===== src/rtl/freelist_alloc_ctrl_pkg.sv =====
// Shared rename-stage definitions for the freelist allocation controller.
// Provides the preg index type, freelist sizing constants, the controller
// FSM state encoding and a 2-bit population count helper.
package freelist_alloc_ctrl_pkg;

  localparam int NUM_REGS       = 32;
  localparam int LOG_NUM_REGS   = 5;
  localparam int PREG_IDX_WIDTH = 6;
  localparam int REL_DEPTH      = 8;
  localparam int LOG_REL_DEPTH  = 3;

  typedef logic [PREG_IDX_WIDTH-1:0] preg_t;

  typedef enum logic [1:0] {
    ST_RUN   = 2'd0,
    ST_STALL = 2'd1,
    ST_FLUSH = 2'd2
  } fl_state_e;

  function automatic logic [1:0] popcnt2(input logic [1:0] v);
    return {1'b0, v[0]} + {1'b0, v[1]};
  endfunction

endpackage


===== src/rtl/freelist_alloc_ctrl_rel_fifo_2w2r.sv =====
// rel_fifo_2w2r: two-write / two-read compacting FIFO.
// Ports:
//   clock, reset_n          clock, async active-low reset
//   wr_en                   global write enable (caller guarantees space)
//   wr0_valid/wr0_data      write slot 0 (stored first)
//   wr1_valid/wr1_data      write slot 1 (compacted behind slot 0)
//   rd_num                  number of entries popped this cycle (0..2)
//   rd0_data/rd1_data       head and head+1 entries (valid per count)
//   count                   current occupancy
// Pointers carry one extra wrap bit so full and empty are distinguishable.
module rel_fifo_2w2r #(
  parameter int DEPTH     = 8,
  parameter int LOG_DEPTH = 3,
  parameter int WIDTH     = 6
) (
  input  logic                 clock,
  input  logic                 reset_n,
  input  logic                 wr_en,
  input  logic                 wr0_valid,
  input  logic [WIDTH-1:0]     wr0_data,
  input  logic                 wr1_valid,
  input  logic [WIDTH-1:0]     wr1_data,
  input  logic [1:0]           rd_num,
  output logic [WIDTH-1:0]     rd0_data,
  output logic [WIDTH-1:0]     rd1_data,
  output logic [LOG_DEPTH:0]   count
);

  localparam int PW = LOG_DEPTH + 1;
  typedef logic [PW-1:0] ptr_t;

  ptr_t                        wr_ptr_q, wr_ptr_d;
  ptr_t                        rd_ptr_q, rd_ptr_d;
  logic [DEPTH-1:0][WIDTH-1:0] mem_q, mem_d;
  logic [LOG_DEPTH-1:0]        wr_idx0, wr_idx1, rd_idx0, rd_idx1;
  logic [1:0]                  wr_n;
  logic                        full, empty;

  // Index arithmetic wraps naturally in LOG_DEPTH bits.
  assign wr_idx0 = wr_ptr_q[LOG_DEPTH-1:0];
  assign wr_idx1 = wr_idx0 + 1'b1;
  assign rd_idx0 = rd_ptr_q[LOG_DEPTH-1:0];
  assign rd_idx1 = rd_idx0 + 1'b1;

  assign rd0_data = mem_q[rd_idx0];
  assign rd1_data = mem_q[rd_idx1];
  assign count    = wr_ptr_q - rd_ptr_q;
  assign empty    = (wr_ptr_q == rd_ptr_q);
  assign full     = (wr_idx0 == rd_idx0) && (wr_ptr_q[LOG_DEPTH] != rd_ptr_q[LOG_DEPTH]);
  assign wr_n     = wr_en ? {1'b0, wr0_valid} + {1'b0, wr1_valid} : 2'd0;

  always_comb begin
    mem_d    = mem_q;
    wr_ptr_d = wr_ptr_q + ptr_t'(wr_n);
    rd_ptr_d = rd_ptr_q + ptr_t'(rd_num);
    if (wr_en) begin
      // A lone slot-1 release lands at the tail, keeping the queue dense.
      if (wr0_valid) begin
        mem_d[wr_idx0] = wr0_data;
        if (wr1_valid) mem_d[wr_idx1] = wr1_data;
      end else if (wr1_valid) begin
        mem_d[wr_idx0] = wr1_data;
      end
    end
  end

  always_ff @(posedge clock or negedge reset_n) begin
    if (!reset_n) begin
      wr_ptr_q <= '0;
      rd_ptr_q <= '0;
      mem_q    <= '0;
    end else begin
      wr_ptr_q <= wr_ptr_d;
      rd_ptr_q <= rd_ptr_d;
      mem_q    <= mem_d;
    end
  end

  a_no_overflow: assert property (@(posedge clock) disable iff (!reset_n)
    (wr_n != 2'd0) |-> (!full && (int'(count) + int'(wr_n) <= DEPTH)));
  a_no_underflow: assert property (@(posedge clock) disable iff (!reset_n)
    (rd_num != 2'd0) |-> (!empty && ({1'b0, rd_num} <= count)));

endmodule


===== src/rtl/freelist_alloc_ctrl.sv =====
// freelist_alloc_ctrl: controller in front of the rename physical-register
// freelist.
// Ports:
//   clock, reset_n                 clock, async active-low reset
//   in_valid/in_need/in_ready      rename group handshake; in_need bit i set
//                                  when slot i needs a destination preg
//   alloc0_preg/alloc1_preg        pregs handed to slot 0/1
//   fl_req*_valid/fl_req*_data     freelist dequeue ports (head, head+1)
//   rel*_valid/rel*_preg/rel_ready commit-side releases into the FIFO
//   fl_write*_valid/_data          registered freelist enqueue ports
//   flush                          pipeline redirect pulse
//   stall_cnt                      saturating count of cycles spent stalled
// Credits mirror freelist occupancy: they drop on dequeue and rise when a
// drained release is presented on fl_write*.
module freelist_alloc_ctrl
  import freelist_alloc_ctrl_pkg::*;
#(
  parameter int NUM_REGS       = freelist_alloc_ctrl_pkg::NUM_REGS,
  parameter int LOG_NUM_REGS   = freelist_alloc_ctrl_pkg::LOG_NUM_REGS,
  parameter int PREG_IDX_WIDTH = freelist_alloc_ctrl_pkg::PREG_IDX_WIDTH,
  parameter int REL_DEPTH      = freelist_alloc_ctrl_pkg::REL_DEPTH,
  parameter int LOG_REL_DEPTH  = freelist_alloc_ctrl_pkg::LOG_REL_DEPTH
) (
  input  logic                      clock,
  input  logic                      reset_n,
  input  logic                      in_valid,
  input  logic [1:0]                in_need,
  output logic                      in_ready,
  output logic [PREG_IDX_WIDTH-1:0] alloc0_preg,
  output logic [PREG_IDX_WIDTH-1:0] alloc1_preg,
  output logic                      fl_req0_valid,
  input  logic [PREG_IDX_WIDTH-1:0] fl_req0_data,
  output logic                      fl_req1_valid,
  input  logic [PREG_IDX_WIDTH-1:0] fl_req1_data,
  input  logic                      rel0_valid,
  input  logic [PREG_IDX_WIDTH-1:0] rel0_preg,
  input  logic                      rel1_valid,
  input  logic [PREG_IDX_WIDTH-1:0] rel1_preg,
  output logic                      rel_ready,
  output logic                      fl_write0_valid,
  output logic [PREG_IDX_WIDTH-1:0] fl_write0_data,
  output logic                      fl_write1_valid,
  output logic [PREG_IDX_WIDTH-1:0] fl_write1_data,
  input  logic                      flush,
  output logic [15:0]               stall_cnt
);

  localparam int CW  = LOG_NUM_REGS + 1;
  localparam int RCW = LOG_REL_DEPTH + 1;

  fl_state_e                 state_q, state_d;
  logic [CW-1:0]             credits_q, credits_d;
  logic [15:0]               stall_cnt_q, stall_cnt_d;
  logic                      wr0_valid_q, wr0_valid_d, wr1_valid_q, wr1_valid_d;
  logic [PREG_IDX_WIDTH-1:0] wr0_data_q, wr0_data_d, wr1_data_q, wr1_data_d;

  logic [CW-1:0]             need;
  logic                      fire;
  logic [RCW-1:0]            rel_cnt;
  logic [1:0]                rd_num;
  logic [PREG_IDX_WIDTH-1:0] rel_rd0, rel_rd1;
  logic                      drain_busy;

  // ---------------- dequeue side ----------------
  assign need = CW'(popcnt2(in_need));

  // reset_n gating keeps in_ready low while reset is held, even though the
  // reset credit value alone would allow acceptance.
  assign in_ready = reset_n && (state_q != ST_FLUSH) && !flush && (credits_q >= need);
  assign fire     = in_valid && in_ready;

  // Requests are compacted onto the head: a single need always uses port 0.
  assign fl_req0_valid = fire && (need != '0);
  assign fl_req1_valid = fire && (need == CW'(2));
  assign alloc0_preg   = fl_req0_data;
  assign alloc1_preg   = in_need[0] ? fl_req1_data : fl_req0_data;

  // ---------------- release / drain side ----------------
  assign rel_ready = (rel_cnt <= RCW'(REL_DEPTH - 2));
  assign rd_num    = (rel_cnt >= RCW'(2)) ? 2'd2 : rel_cnt[1:0];

  rel_fifo_2w2r #(
    .DEPTH     (REL_DEPTH),
    .LOG_DEPTH (LOG_REL_DEPTH),
    .WIDTH     (PREG_IDX_WIDTH)
  ) u_rel_fifo (
    .clock     (clock),
    .reset_n   (reset_n),
    .wr_en     (rel_ready),
    .wr0_valid (rel0_valid),
    .wr0_data  (rel0_preg),
    .wr1_valid (rel1_valid),
    .wr1_data  (rel1_preg),
    .rd_num    (rd_num),
    .rd0_data  (rel_rd0),
    .rd1_data  (rel_rd1),
    .count     (rel_cnt)
  );

  always_comb begin
    wr0_valid_d = (rd_num != 2'd0);
    wr1_valid_d = (rd_num == 2'd2);
    wr0_data_d  = rel_rd0;
    wr1_data_d  = rel_rd1;
  end

  assign fl_write0_valid = wr0_valid_q;
  assign fl_write1_valid = wr1_valid_q;
  assign fl_write0_data  = wr0_data_q;
  assign fl_write1_data  = wr1_data_q;
  assign drain_busy      = wr0_valid_q || wr1_valid_q;

  // ---------------- credits ----------------
  // Returns count when they are actually presented to the freelist, so the
  // credit rise trails fl_write*_valid by one cycle.
  always_comb begin
    credits_d = credits_q - (fire ? need : '0)
              + CW'(wr0_valid_q) + CW'(wr1_valid_q);
  end

  // ---------------- FSM ----------------
  always_comb begin
    state_d     = state_q;
    stall_cnt_d = stall_cnt_q;
    if ((state_q == ST_STALL) && (stall_cnt_q != 16'hFFFF))
      stall_cnt_d = stall_cnt_q + 16'd1;
    if (flush) begin
      // A repeated flush only holds FLUSH for this cycle; exit is then
      // re-evaluated against the drain state as usual.
      state_d = ST_FLUSH;
    end else begin
      unique case (state_q)
        ST_RUN:   if (in_valid && (credits_q < need)) state_d = ST_STALL;
        ST_STALL: if ((credits_q >= need) || !in_valid) state_d = ST_RUN;
        ST_FLUSH: if ((rel_cnt == '0) && !drain_busy) state_d = ST_RUN;
        default:  state_d = ST_RUN;
      endcase
    end
  end

  assign stall_cnt = stall_cnt_q;

  always_ff @(posedge clock or negedge reset_n) begin
    if (!reset_n) begin
      state_q     <= ST_RUN;
      credits_q   <= CW'(NUM_REGS);
      stall_cnt_q <= '0;
      wr0_valid_q <= 1'b0;
      wr1_valid_q <= 1'b0;
      wr0_data_q  <= '0;
      wr1_data_q  <= '0;
    end else begin
      state_q     <= state_d;
      credits_q   <= credits_d;
      stall_cnt_q <= stall_cnt_d;
      wr0_valid_q <= wr0_valid_d;
      wr1_valid_q <= wr1_valid_d;
      wr0_data_q  <= wr0_data_d;
      wr1_data_q  <= wr1_data_d;
    end
  end

  a_rel_protocol: assert property (@(posedge clock) disable iff (!reset_n)
    (rel0_valid || rel1_valid) |-> rel_ready);
  a_credit_overflow: assert property (@(posedge clock) disable iff (!reset_n)
    credits_d <= CW'(NUM_REGS));

endmodule


===== config.mk =====
export PLATFORM = sky130hd
export DESIGN_NAME = freelist_alloc_ctrl
export DESIGN_NICKNAME = d
export VERILOG_FILES = /design/src/rtl/freelist_alloc_ctrl_pkg.sv /design/src/rtl/freelist_alloc_ctrl_rel_fifo_2w2r.sv /design/src/rtl/freelist_alloc_ctrl.sv
export SDC_FILE = /design/constraint.sdc
export NUM_CORES = 1
export LEC_CHECK = 0
export ABC_AREA = 1
export BUFFER_PORTS_ARGS = -buffer_cell sky130_fd_sc_hd__buf_4
export CAP_MARGIN = 20
export CORE_ASPECT_RATIO = 1.4
export CORE_MARGIN = 2
export CORE_UTILIZATION = 55
export DETAILED_ROUTE_END_ITERATION = 8
export PLACE_DENSITY = 0.79
export SYNTH_ARGS = -nofsm -noshare
export SYNTH_HDL_FRONTEND = slang
export SYNTH_SLANG_ARGS = --single-unit

===== constraint.sdc =====
create_clock -name clock -period 4.2 [get_ports clock]
set_input_delay 0.21 -clock clock [delete_from_list [all_inputs] [get_ports clock]]
set_output_delay 0.21 -clock clock [all_outputs]
set_load 0.02 [all_outputs]

==> out/metrics.yaml, run 1 <==
p_sw_share_pct: 52.40
die_y_um: 135.9
finClkSkew_ns: 0.008842
path_class: "reg -> reg"
p_seq_share_pct: 26.0
die_w_um: 98.25
io_pins: 78
post-route-period-util_pct: 76.49
num_rows: 48
synth-seq-cells: 94
max_freq_mhz: 311.3
setup_violations: 0
grt_pass1_wl_mm: 32.65
critical_path_peak_fanout: 20
setup.worst_path.start_class: "flip-flop"
io_buffers: 77
arrival_ns: 3.46
post_dp_cell_area_um2: 7407
max-slew-margin-rel_pct: 33.59
synth_seq_area_share_pct: 34.41
drive_gt1_share_pct: 10.48
dp_hpwl_mm: 14.85
pre_cts_ws_ns: 1.027
drc_errors: 0
rsz0062_at_grt: "false"
initialDrtViolationCount: 943
worstMarginPinSlew_ns: 0.9928
cp_common_cell: "nand2_1"
syn2layout_area_growth_pct: 12.73
setup-tns-final_ns: 0
utilization_pct: 62.93
numCtsBuffers: 9
design.core.area_um2: 12250
place_congestion: 1.014
grt_antenna_before_repair: 0
cts_buffer_depth: 2
clk_latency_ns: 0.36
final_cell_area_um2: 7710
cts_tree: "done"
synthCells: 1001
switchingPower_mw: 3.247
die-area_um2: 13360
drv_slew: 0
synth.avg_cell_area_um2: 6.832
via_per_inst: 5.965
synth_cell_types: 36
antenna_left: 0
irDropWorstVdd_mv: 0.4118
cts.reportedPaths.clkPinSlew_ns: 0.07
drv_cap: 0
hold_viol: 0
routed_wl_mm: 20.85
htreeDepth: 3
post_drt_wl_per_cell_um: 17.37
grt_use_total_pct: 31.02
run_status: "finished clean"
synthesis.nets: 1063
setup_ws_ns: 0.9874
cp_cell_sequence: "buf_4 > clkinv_1 > fa_1 > xor2_1 > nand3b_1 > nand2_1 > nor2_2 > inv_2 > a21oi_1 > inv_1 > nand2_1 > nand2_1"
p_clk_share_pct: 13.0
ys_warn_count: 0
min_path_type: "in -> reg"
first_pass_iters: 6
post-cts-setup-buffers: 0
insertedDiodeCount: 0
fin_nets: 1107
initial_core_util_pct: 55.82
p_total_mw: 6.196
crit_slowest_cell: "a21oi_1"
overflow: 0
final.min_clock_period_ns: 3.213
critical_path.max_stage_delay_ns: 0.60
critPathRequiredTime_ns: 4.45
cts-root-buf: "clkbuf_16"
route.vias.total: 7158
p_per_area_nw_per_um2: 803.6
cts.sinks: 94
combPwrFrac_pct: 60.9
grt_max_degree: 67
p_int_mw: 2.949
grt_pass1_vias: 6263
cp-end-kind: "flip-flop"
synth_area_um2: 6839
power.leakage_nw: 3.784
## per-layer routing
metal / global-route usage (%) / up-vias / part of all wire, %
met4: 14.76 / 0 / 4.7
met2: 52.25 / 478 / 47
met3: 5.193 / 66 / 11
met1: 38.89 / 3239 / 37
li1: - / 3375 / -
met5: 0 / - / 0
## cells by family (layout without fill, tap and decap cells)
group / Yosys count / after routing / synth area share (%)
AO/OA/AOI/OAI: 207 / 207 / 16.96
XOR/XNOR: 28 / 28 / 3.696
adder cells (fa/ha/maj): 30 / 30 / 6.037
buffers and inverters: 169 / 218 / 9.971
flip-flops: 94 / 94 / 34.41
AND/OR/NAND/NOR: 473 / 473 / 28.92
## synth_stat cells (all sizes together)
library cell    n  area share [%]
a211oi          2            0.22
a21oi          49             3.7
a221oi          3            0.38
a31oi           8            0.73
a32oi           4            0.51
and2            1           0.092
buf            28             2.2
clkbuf         22             1.2
clkinv          2            0.11
dfrtp          93              34
dfstp           1            0.38
fa              5             1.5
ha             25             4.6
inv           117             6.4
nand2         305              17
nand3          95             7.0
nand3b          2            0.22
nand4          11             1.0
nor2           46             2.7
nor3           10            0.80
nor3b           1            0.11
nor4b           1            0.13
o211ai         30             3.3
o21ai         111             8.1
or2             1           0.092
xnor2           8             1.0
xor2           20             2.7
## critical path, delay by kind of cell (launching register included)
family	cells	cell delay (ns)
xor+xnor	1	0.18
compound gates	1	0.60
buf+inv	4	0.92
simple gates	5	0.53
fa+ha+maj	1	0.54
flops	1	0.34
## final cells by class
| class | count | area [um^2] |
|---|---|---|
| Fill cell | 1134 | 4542 |
| Multi-Input combinational cell | 738 | 3804 |
| Sequential cell | 94 | 2354 |
| Timing Repair Buffer | 83 | 625.6 |
| Inverter | 119 | 446.7 |
| Clock buffer | 9 | 225.2 |
| Tap cell | 150 | 187.7 |
| Clock inverter | 7 | 67.56 |
## final timing paths
| path | endpoint | slack [ns] | depth (start not counted) | startpoint |
|---|---|---|---|---|
| min | state_q[1]$_DFFE_PN0P_ | 0.10 | 3 | flush |
| min reg2reg | stall_cnt[14]$_DFFE_PN0P_ | 0.50 | 1 | stall_cnt[14]$_DFFE_PN0P_ |
| max in group asynchronous | u_rel_fifo.mem_q[6]$_DFFE_PN0P_ | 2.70 | 3 | reset_n |
| max reg2reg | u_rel_fifo.mem_q[23]$_DFFE_PN0P_ | 0.99 | 12 | u_rel_fifo.rd_ptr_q[1]$_DFF_PN0_ |
| max | u_rel_fifo.mem_q[23]$_DFFE_PN0P_ | 0.99 | 12 | u_rel_fifo.rd_ptr_q[1]$_DFF_PN0_ |
| min in group asynchronous | credits_q[0]$_DFF_PN0_ | 0.37 | 2 | reset_n |
## placed cells by master, fill, tap and decap left out, types with 3 or more instances in the layout
cell       Yosys  final
a32oi_1        4      4
o21ai_0      111    111
a221oi_1       3      3
o211ai_1      30     30
nor3_1         9      9
xnor2_1        8      8
xor2_1        19     19
ha_1          25     25
nor2_1        42     42
nand4_1       11     11
fa_1           5      5
nor2_2         3      3
buf_4          8     82
inv_1        115    115
a21oi_1       47     47
clkinv_4       0      3
dfrtp_1       93     93
nand2_1      304    304
clkbuf_16      0      9
nand3_1       95     95
a31oi_1        8      8
## sequential cells by signal, summed over array words and instances, names as in the netlist, named ones only
name and flops:
u_rel_fifo.wr_ptr_q 4, fl_write1_valid 1, u_rel_fifo.rd_ptr_q 3, u_rel_fifo.mem_q 48
fl_write0_valid 1, stall_cnt 16, credits_q 6, state_q 2
fl_write1_data 6, fl_write0_data 6
## power by group through the flow
| stage | registers [mW] | clock network [mW] | logic, mW |
|---|---|---|---|
| after floorplan | 1.60 | 0 | 2.69 |
| after global placement | 1.60 | 0 | 3.59 |
| after detailed placement | 1.61 | 0 | 3.68 |
| after CTS | 1.60 | 0.819 | 3.70 |
| after global routing | 1.64 | 0.858 | 4.21 |
| final | 1.61 | 0.807 | 3.78 |
## timing repair
action / in CTS / in global routing
hold buffers: 1 / 0
gates resized for setup: 0 / 0
endpoints found under the hold margin: 42 / 0
## metrics by stage
stage | cells | hold WS (ns)
final | 1200 | 0.1046
after global routing | 1200 | 0.1397
after global placement | 1183 | 0.2259
after CTS | 1200 | 0.1066
after detailed placement | 1183 | 0.2296
after floorplan | 1001 | -0.08559
Power figures use the tool's default switching activity.
==> run 2: changes to the inputs <==
- clock period: 4.2 -> 3.2 ns (I/O delays scaled with it)
==> out/metrics.yaml, run 2 (same netlist as run 1, synthesis figures left out) <==
p_sw_share_pct: 51.79
ctsResizeCount: 0
syn2layout_area_growth_pct: 14.45
design.core.area_um2: 12250
final_cell_area_um2: 7828
max-slew-margin-rel_pct: 41.51
initialDrtViolationCount: 596
clk_latency_ns: 0.36
die_w_um: 98.25
critPathRequiredTime_ns: 3.48
p_clk_share_pct: 12.9
arrival_ns: 3.24
cts.reportedPaths.clkPinSlew_ns: 0.07
p_per_area_nw_per_um2: 1061
io_buffers: 77
min_from: "flush"
setup.worst_path.start_class: "flip-flop"
worstMarginPinSlew_ns: 0.8773
cp_top_family: "adder cells"
drv_cap: 0
setup-tns-final_ns: 0
place_congestion: 1.051
post-cts-setup-buffers: 0
cp_common_cell: "nor2_1"
finalNonFillerCells: 1216
finClkSkew_ns: 0.01132
post-route-period-util_pct: 92.46
io_pins: 78
dp_hpwl_mm: 15.51
die_y_um: 135.9
hold_viol: 0
crit_slowest_cell: "fa_1"
routed_wl_mm: 21.41
cts.sinks: 94
irDropWorstVdd_mv: 0.4715
cts_buffer_depth: 2
antenna_left: 0
grt_use_total_pct: 32.64
post_dp_cell_area_um2: 7527
via_per_inst: 5.889
critical_path.max_stage_delay_ns: 0.41
setup_violations: 0
post_drt_wl_per_cell_um: 17.61
largest_register_ffs: 48
route.vias.total: 7161
max_freq_mhz: 338.0
holdWs_ns: 0.06686
drive_gt1_share_pct: 11.82
reg2reg_slack_ns: 0.24
grt_pass1_vias: 6666
combPwrFrac_pct: 62.4
power.leakage_nw: 3.864
cts_tree: "done"
drc_errors: 0
htreeDepth: 3
overflow: 0
critical_path_peak_fanout: 3
r2r_start: "credits_q[1]$_DFF_PN0_"
min_path_type: "in -> reg"
final_cell_mix: "nand2_1, inv_1, o21ai_0"
cp-end-kind: "flip-flop"
placed_cells: 1199
num_rows: 48
initial_core_util_pct: 55.82
numCtsBuffers: 9
r2r-end: "credits_q[4]$_DFF_PN0_"
cp_cell_sequence: "ha_1 > nand2_1 > nor2_1 > nor2_1 > nand2_1 > nand2_1 > nor2_1 > inv_1 > nor2_1 > ha_1 > fa_1 > fa_1 > o21ai_0 > xor2_1"
grt_pass1_wl_mm: 34.11
cts-root-buf: "clkbuf_16"
switchingPower_mw: 4.301
grt_max_degree: 67
nFillCells: 1121
top_register: "u_rel_fifo.mem_q"
p_int_mw: 4.004
final.min_clock_period_ns: 2.959
critical_path_buf_inv_count: 1
p_seq_share_pct: 24.8
drv_slew: 0
worstHoldPathCells: 3
r2r_cells: 14
insertedDiodeCount: 0
first_pass_iters: 5
grt_antenna_before_repair: 0
holdPathEnd: "state_q[1]$_DFFE_PN0P_"
run_status: "finished clean"
path_class: "reg -> reg"
mostFrequentLayoutCell: "nand2_1"
rsz0062_at_grt: "false"
die-area_um2: 13360
fin_nets: 1123
==> run 2: power by group through the flow <==
stage,Sequential [mW],Clock (mW),Combinational [mW]
after floorplan,2.10,0,3.53
after global placement,2.04,0,4.95
after detailed placement,2.06,0,5.06
after CTS,2.04,1.08,5.09
after global routing,2.10,1.13,5.79
final,2.06,1.07,5.18
==> run 2: area by class of cell <==
| cell class | instances | area (um^2) | share of cell area (%) |
|---|---|---|---|
| multi-input combinational | 738 | 3804 | 48.59 |
| sequential | 94 | 2354 | 30.07 |
| timing repair buffer | 99 | 745.7 | 9.527 |
| inverter | 119 | 446.7 | 5.707 |
| clock buffer | 9 | 225.2 | 2.877 |
| tap | 150 | 187.7 | 2.398 |
| clock inverter | 7 | 65.06 | 0.8312 |
==> run 2: through the flow <==
stage          worst slack (ns)  util (%)  power [mW]
2_1_floorplan            0.2908         -       5.629
3_3_place_gp             0.1508     61.44       6.999
3_5_place_dp            0.05140     61.44       7.115
4_1_cts                  0.2822     63.89       8.212
5_1_grt                 0.06150     63.89       9.017
6_report                 0.2413     63.89       8.305
==> run 2: worst register-to-register path, delay by kind of cell (launching register included) <==
family | cells | cell delay, ns
AOI/OAI and AO/OA | 1 | 0.23
xor gates and xnor gates | 1 | 0.16
adders and majority gates | 4 | 1.38
buffers and inverters | 1 | 0.09
DFF | 1 | 0.40
and+or+nand+nor | 7 | 0.62
==> run 2: how the worst max path moves through the flow <==
stage	start	endpoint	slack [ns]	cells after the start
6_report	credits_q[1]$_DFF_PN0_	credits_q[4]$_DFF_PN0_	0.24	14
5_1_grt	credits_q[1]$_DFF_PN0_	credits_q[5]$_DFF_PN1_	0.06	16
4_1_cts	credits_q[1]$_DFF_PN0_	credits_q[4]$_DFF_PN0_	0.28	14
3_5_place_dp	in_need[0]	credits_q[4]$_DFF_PN0_	0.05	15
3_3_place_gp	in_need[0]	credits_q[4]$_DFF_PN0_	0.15	15
2_1_floorplan	u_rel_fifo.wr_ptr_q[0]$_DFF_PN0_	u_rel_fifo.rd_ptr_q[1]$_DFF_PN0_	0.29	12
==> run 2: repair_timing <==
action	CTS	global route
hold buffers	1	0
endpoints found under the hold margin	28	0
setup endpoints to repair	0	0
==> run 2: layer usage <==
| metal | share of wire [%] | global-route usage [%] |
|---|---|---|
| met1 | 37 | 38.47 |
| met3 | 9.6 | 5.656 |
| met4 | 6.8 | 20.40 |
| met5 | 0 | 0 |
| met2 | 47 | 55.25 |
==> run 3: changes to the inputs <==
- CORE_UTILIZATION: 55 -> 59
- CTS_CLUSTER_DIAMETER: not set -> 50
- PLACE_DENSITY: 0.79 -> 0.83
==> out/metrics.yaml, run 3 (same netlist as run 1, synthesis figures left out) <==
post-route-period-util_pct: 92.86
grtUsageMet2_pct: 57.60
antenna_left: 0
cts.sinks: 94
dp_hpwl_mm: 15.35
placed_cells: 1192
numCtsBuffers: 9
nFillCells: 1033
power.leakage_nw: 3.872
route.vias.total: 7250
worstHoldPathCells: 3
min_path_type: "in -> reg"
rsz0062_at_grt: "false"
ctsResizeCount: 0
finClkSkew_ns: 0.01175
reg2reg_slack_ns: 0.23
num_rows: 46
r2r_cells: 15
drv_cap: 0
max_freq_mhz: 336.5
drv_slew: 0
io_pins: 78
die_w_um: 95.00
r2r_start: "credits_q[2]$_DFF_PN0_"
r2r-end: "credits_q[4]$_DFF_PN0_"
post-cts-setup-buffers: 0
initialDrtViolationCount: 602
utilization_pct: 69.15
io_buffers: 77
cts.reportedPaths.clkPinSlew_ns: 0.07
path_class: "reg -> reg"
fin_nets: 1123
syn2layout_area_growth_pct: 14.64
drive_gt1_share_pct: 11.82
setup_violations: 0
grt_antenna_before_repair: 0
irDropWorstVdd_mv: 0.5130
design.core.area_um2: 11340
hold_viol: 0
p_total_mw: 8.423
run_status: "finished clean"
worstMarginPinSlew_ns: 0.8556
htreeDepth: 3
grt_pass1_vias: 6809
clk_latency_ns: 0.36
grt_max_degree: 80
grt.met3_usage_pct: 6.938
grt_use_total_pct: 35.25
cts_buffer_depth: 2
holdPathEnd: "state_q[1]$_DFFE_PN0P_"
grt_pass1_wl_mm: 34.17
max-slew-margin-rel_pct: 42.96
first_pass_iters: 6
via_per_inst: 5.992
finalNonFillerCells: 1210
p_per_area_nw_per_um2: 1074
die-area_um2: 12480
largest_register_ffs: 48
setup.worst_path.start_class: "flip-flop"
initial_core_util_pct: 60.32
insertedDiodeCount: 0
cts_tree: "done"
met1_usage_pct: 42.93
mostFrequentLayoutCell: "nand2_1"
arrival_ns: 3.25
grt_most_used_layer: "met2"
drc_errors: 0
post_drt_wl_per_cell_um: 17.89
critical_path_peak_fanout: 3
routed_wl_mm: 21.65
critPathRequiredTime_ns: 3.48
cp-end-kind: "flip-flop"
cts-root-buf: "clkbuf_16"
top_register: "u_rel_fifo.mem_q"
overflow: 0
die_y_um: 131.4
final.min_clock_period_ns: 2.972
min_from: "flush"
place_congestion: 1.067
final_cell_mix: "nand2_1, inv_1, o21ai_0"
[run 3: cell counts in the layout (fill, tap and decap cells not counted)]
No cell type changed its count.
[run 3: report_power, final]
| part | internal [mW] | total [mW] | switching (mW) |
|---|---|---|---|
| registers | 1.70 | 2.06 | 0.364 |
| logic | 1.78 | 5.28 | 3.50 |
| clock network | 0.551 | 1.08 | 0.533 |
| total | 4.03 | 8.42 | 4.39 |
[run 3: critical path: stages, from the launching register on]
cell     delay, ns
dfrtp_1       0.39
inv_1         0.12
ha_1          0.21
nand2_1       0.06
nor2_1        0.12
nor2_1        0.06
nand2_1       0.06
nand2_1       0.06
nor2_1        0.12
inv_1         0.08
nor2_1        0.12
ha_1          0.25
fa_1          0.41
fa_1          0.42
o21ai_0       0.23
xor2_1        0.17
[run 3: per-layer routing]
layer,up-vias,wire length (um)
met4,0,1339
li1,3396,-
met3,108,2174
met1,3292,8004
met2,454,10130
met5,-,0
[run 3: repair_timing]
action / 4_1_cts / 5_1_grt
endpoints found under the hold margin: 15 / 0
hold buffers: 1 / 0
endpoints found under the setup margin: 0 / 0
[run 3: worst max-delay path by stage]
stage                                      from                               end  slack, ns  depth (start not counted)
6_report                 credits_q[2]$_DFF_PN0_            credits_q[4]$_DFF_PN0_       0.23                         15
5_1_grt                  credits_q[3]$_DFF_PN0_            credits_q[5]$_DFF_PN1_       0.05                         17
4_1_cts                  credits_q[2]$_DFF_PN0_            credits_q[4]$_DFF_PN0_       0.22                         15
3_5_place_dp                         in_need[0]            credits_q[4]$_DFF_PN0_      -0.01                         15
3_3_place_gp                         in_need[0]            credits_q[4]$_DFF_PN0_       0.16                         15
2_1_floorplan  u_rel_fifo.wr_ptr_q[0]$_DFF_PN0_  u_rel_fifo.rd_ptr_q[1]$_DFF_PN0_       0.29                         12
[run 3: cell type report]
| type | count | area, um^2 | share of cell area [%] |
|---|---|---|---|
| well taps | 144 | 180.2 | 2.298 |
| repair buffers | 99 | 758.2 | 9.671 |
| inverters | 119 | 446.7 | 5.697 |
| clock buffers | 9 | 225.2 | 2.873 |
| flip-flops and latches | 94 | 2354 | 30.02 |
| multi-input cells | 738 | 3804 | 48.52 |
| clock inverters | 7 | 72.57 | 0.9256 |
[run 3: through the flow]
step           area (um^2)  setup TNS, ns  hold slack [ns]  worst slack [ns]
2_1_floorplan         6839              0          -0.1356            0.2908
3_3_place_gp          7512              0          0.04126            0.1640
3_5_place_dp          7512       -0.01416          0.04105          -0.01416
4_1_cts               7820              0          0.06050            0.2203
5_1_grt               7840              0          0.08589           0.04740
6_report              7840              0          0.06592            0.2284
